==> src/rtl/exception_controller.sv <==
// Sticky exception pending latch with fixed-priority take into kernel mode.
// Latency: request -> pending at edge k, take (mode=1, exc_taken pulse) at edge k+1.
// No backpressure: requests are always absorbed into pending; rfe returns to user mode.
module exception_controller #(
   parameter int NUM_SRC = 4,
   parameter int CAUSE_W = 2,
   parameter int PC_W    = 16
) (
   input  logic               clk,
   input  logic               rst_n,
   input  logic [NUM_SRC-1:0] src_req,
   input  logic [NUM_SRC-1:0] src_mask,
   input  logic               int_enable,
   input  logic [PC_W-1:0]    pc_in,
   input  logic               rfe,
   output logic               mode,
   output logic               exc_taken,
   output logic [CAUSE_W-1:0] cause,
   output logic [PC_W-1:0]    epc,
   output logic [NUM_SRC-1:0] pending
);

   typedef enum logic {USER = 1'b0, KERNEL = 1'b1} state_t;

   state_t             state;
   logic [NUM_SRC-1:0] avail;
   logic [NUM_SRC-1:0] firstHot;
   logic [NUM_SRC-1:0] clrMask;
   logic [CAUSE_W-1:0] selIdx;
   logic               found;
   logic               takeNow;

   // Lowest unmasked pending index wins; firstHot marks it for clearing.
   always_comb begin
      avail    = pending & ~src_mask;
      found    = 1'b0;
      selIdx   = '0;
      firstHot = '0;
      for (int i = 0; i < NUM_SRC; i++) begin
         if (avail[i] && !found) begin
            found       = 1'b1;
            selIdx      = CAUSE_W'(i);
            firstHot[i] = 1'b1;
         end
      end
      takeNow = (state == USER) && int_enable && found;
      clrMask = takeNow ? firstHot : '0;
   end

   always_ff @(posedge clk or negedge rst_n) begin
      if (!rst_n) begin
         state     <= USER;
         exc_taken <= 1'b0;
         cause     <= '0;
         epc       <= '0;
         pending   <= '0;
      end else begin
         // A new request on the clearing edge re-sets the bit.
         pending   <= (pending & ~clrMask) | src_req;
         exc_taken <= takeNow;
         case (state)
            USER: begin
               if (takeNow) begin
                  state <= KERNEL;
                  cause <= selIdx;
                  epc   <= pc_in;
               end
            end
            KERNEL: begin
               if (rfe) state <= USER;
            end
            default: state <= USER;
         endcase
      end
   end

   assign mode = (state == KERNEL);

endmodule

==> config.mk <==
export PLATFORM = sky130hd
export DESIGN_NAME = exception_controller
export DESIGN_NICKNAME = d
export VERILOG_FILES = /design/src/rtl/exception_controller.sv
export SDC_FILE = /design/constraint.sdc
export NUM_CORES = 1
export LEC_CHECK = 0
export CAP_MARGIN = 40
export CORE_AREA = 2 2 59 61
export DETAILED_ROUTE_END_ITERATION = 7
export DIE_AREA = 0 0 61 63
export HOLD_SLACK_MARGIN = 0.03
export PLACE_DENSITY = 0.71
export SLEW_MARGIN = 20
export SYNTH_ARGS = -nofsm -noshare
export SYNTH_HDL_FRONTEND = slang
export SYNTH_SLANG_ARGS = --single-unit
export TNS_END_PERCENT = 1
==> constraint.sdc <==
create_clock -name clk -period 1.3 [get_ports clk]
set_input_delay 0.26 -clock clk [delete_from_list [all_inputs] [get_ports clk]]
set_output_delay 0.26 -clock clk [all_outputs]
set_load 0.02 [all_outputs]
==> key figures, run 1 <==
Setup path
  • Critical path's top delay family: flip-flops
  • Worst-path cell chain: or2b_1 > a31oi_4 > buf_12 > mux2_4
  • Slowest CP cell: dfrtp_2
  • CP arrival: 1730 ps
  • CP peak stage delay: 430 ps
  • CP endpoint kind: register
  • Worst-path fanout max: 12
  • CP startpoint kind: register
  • Buffers plus inverters on the worst setup path: 1
  • Worst Path Required: about 1500 ps
  • Crit Path Class: register to register

Yosys
  • Synth top area share: 56.5%
  • Synth area leaders: dfrtp_1, mux2_4, nand2b_1
  • Yosys warns: 0
  • Syn_nets: 96
  • Synth area leader: dfrtp_1
  • Post-synthesis cell area: 1060 µm²
  • Mapped Cells: 68
  • Yosys reg bits: 24
  • Mapped Avg Cell Area: 15.6 µm²
  • Yosys cell types: 22
  • Register area share after synthesis: 56.5%

Clock network
  • Hold Buf Count CTS: 0
  • Sink Count: 24
  • Root buffer cell: clkbuf_4
  • Number of CTS-inserted buffers: 3
  • Clk Latency, worst-skew pair: 320 ps
  • Clock buffer depth: 2
  • CTS clk-pin slew, worst paths: ~130 ps
  • CTS tree: built
  • H-tree depth: 1

Timing
  • Max Transition Viols Final: 0
  • Final worst slack: -222 ps
  • Max Clock Skew: 4.72 ps
  • Unrepaired setup endpoints after global routing: true
  • Max Clk Rate: 657 MHz
  • Slew margin rel.: 79.9%
  • Final worst-path cycle share: 117%
  • Total negative slack: -3420 ps
  • Worst Max-Slew Pin Slew: approximately 300 ps
  • Setup violators final: 18
  • Period minus WS final: 1520 ps
  • Final Hold Fails: 0

Power and ir drop
  • Sw frac: slightly above 30%
  • Comb pwr share: between 30% and 40%
  • P_sw: between 0.0007 and 0.0008 W
  • Flop pwr share: 41.0%
  • Clock power frac: 22.1%
  • P_int: approximately 0.0017 W
  • Pwr dens: 1440 nW/µm²
  • Leakage power: around 0.77 nW
  • VDD IR max: around 0.45 mV

Global route
  • Largest net degree at the start of global routing: 25
  • Grt met2 use: 19.2%
  • Vias in the first global route: 774
  • Met1 Use GR: 16.8%
  • Gr busiest metal: met2
  • Overflow left after global routing: 0
  • GR Layer Usage met3: under 10%
  • Initial antenna violation count: 0
  • Gr usage total: 12.3%
  • First-pass GRT wire length: 3.63 mm

Die
  • Die area: ~3800 µm²
  • Io pins: 52
  • Die Ht: 63 µm
  • # rows: 21
  • Initial core utilization: roughly a third
  • Core Region: about 3200 µm²
  • Die X: ~61 µm

Place
  • GPL Wtd Cong: 0.762
  • Detailed Place HPWL: 1.77 mm
  • Buffers on Ports: just over 50

Layout
  • Reg area: a little over 600 µm²
  • Layout cell share with drive strength beyond 1: 49.2%
  • Final core utilization: 52.2%
  • Multi-input gate area: 425 µm²
  • # nets final: ~160
  • Area Overhead vs Synth: 58.7%
  • Inserted Diodes: 0
  • Layout fillers: 294

Route
  • WL final: 2.34 mm
  • Routed vias: around 750
  • Wire length per cell: 13.1 µm
  • DR vias/cell: ~4.2
  • Drt drc: 0
  • Initial DRC count: 18
  • First-pass DRT Iterations: 2
  • Routed Antenna Nets: 0

Outcome
  • Failing checks: negative setup slack
  • Status: complete, but fails checks

Hold path
  • Hold Path Class: input pin to asynchronous set/reset pin

Job
  • Max Cap Violations: 0
kinds of logic after synthesis:
| family | after synthesis | synth area share, % |
|---|---|---|
| AOI/OAI and AO/OA | 10 | 8.24 |
| buffers and inverters | 6 | 4.71 |
| and+or+nand+nor | 12 | 8.00 |
| muxes | 16 | 22.6 |
| DFF | 24 | 56.5 |
cell usage in the layout (no fill, tap or decap), drive strengths merged, types with 3 or more instances in the layout:
cell	count
clkdlybuf4s15	3
dfrtp	24
buf	16
mux2	16
clkbuf	19
clkdlybuf4s50	27
inv	4
nand2b	5
o21ai	3
layout make-up:
type	instances	area share, %
tap	46	3.41
inverter	4	0.890
clock buffer	3	1.33
timing repair buffer	62	31.6
multi-input combinational	38	25.2
clock inverter	1	1.78
sequential	24	35.8
Yosys cell counts:
cell type	count
or2b_4	1
nand3_1	1
a21oi_4	1
buf_12	1
buf_8	1
inv_1	3
a21boi_0	1
a21o_1	1
inv_2	1
nand2b_2	1
nor2b_1	1
o22ai_1	2
nor2_1	1
or2b_1	1
nand2b_1	4
nor2b_4	1
nand2_1	1
dfrtp_1	24
o21ai_0	3
mux2_4	16
o31ai_1	1
a31oi_4	1
power by group through the flow:
| stage | sequential [W] | clock [W] | combinational, W |
|---|---|---|---|
| after floorplan | 0.00121 | 0 | 0.000326 |
| after global placement | 0.00101 | 0 | 0.00102 |
| after detailed placement | 0.00101 | 0 | 0.00103 |
| after CTS | 0.000996 | 0.000558 | 0.000952 |
| after global routing | 0.00102 | 0.000581 | 0.000956 |
| final | 0.000994 | 0.000535 | 0.000897 |
final timing paths:
check | from | cells past startpoint | slack, ps | endpoint
max | mode$_DFF_PN0_ | 4 | -220 | epc[8]$_DFFE_PN0P_
min | rst_n | 2 | 280 | exc_taken$_DFF_PN0_
max in group asynchronous | rst_n | 2 | 770 | pending[1]$_DFF_PN0_
min reg2reg | epc[14]$_DFFE_PN0P_ | 1 | 520 | epc[14]$_DFFE_PN0P_
max reg2reg | mode$_DFF_PN0_ | 4 | -220 | epc[8]$_DFFE_PN0P_
min in group clk | src_req[0] | 2 | 490 | pending[0]$_DFF_PN0_
registers in the layout, indices dropped and copies added (netlist names):
register	flops
cause	2
mode	1
pending	4
epc	16
exc_taken	1
metrics by stage:
step | power [W] | hold WS [ps] | cell area, µm² | worst slack (ps) | cells
6_report | 0.00243 | 282 | 1690 | -222 | 178
5_1_grt | 0.00256 | 291 | 1690 | -269 | 178
2_1_floorplan | 0.00153 | -35.6 | 1070 | -198 | 68
4_1_cts | 0.00251 | 280 | 1740 | -226 | 178
3_3_place_gp | 0.00202 | 496 | 1710 | -517 | 174
3_5_place_dp | 0.00204 | 491 | 1710 | -552 | 174
routing by layer:
metal,routed length [µm],up-vias
met5,0,-
met4,31,0
met3,187,2
met2,1080,32
met1,1040,360
li1,-,360
repair_timing:
item | in CTS | in global routing
pin swaps | 2 | 0
buffers inserted | 0 | 0
setup endpoints to repair | 43 | 41
gates resized for setup | 57 | 27
Note: power is estimated with default switching activity, not from simulation.
==> run 2, diff against run 1 <==
Settings changed: ABC_CLOCK_PERIOD_IN_PS set to 1300.
==> results of run 2 <==
Final layout, timing and power as in run 1 (identical DEF).
==> run 3, diff against run 2 <==
Settings changed: CAP_MARGIN 40 to unset.
==> results of run 3 <==
Final layout, timing and power as in run 1 (identical DEF).
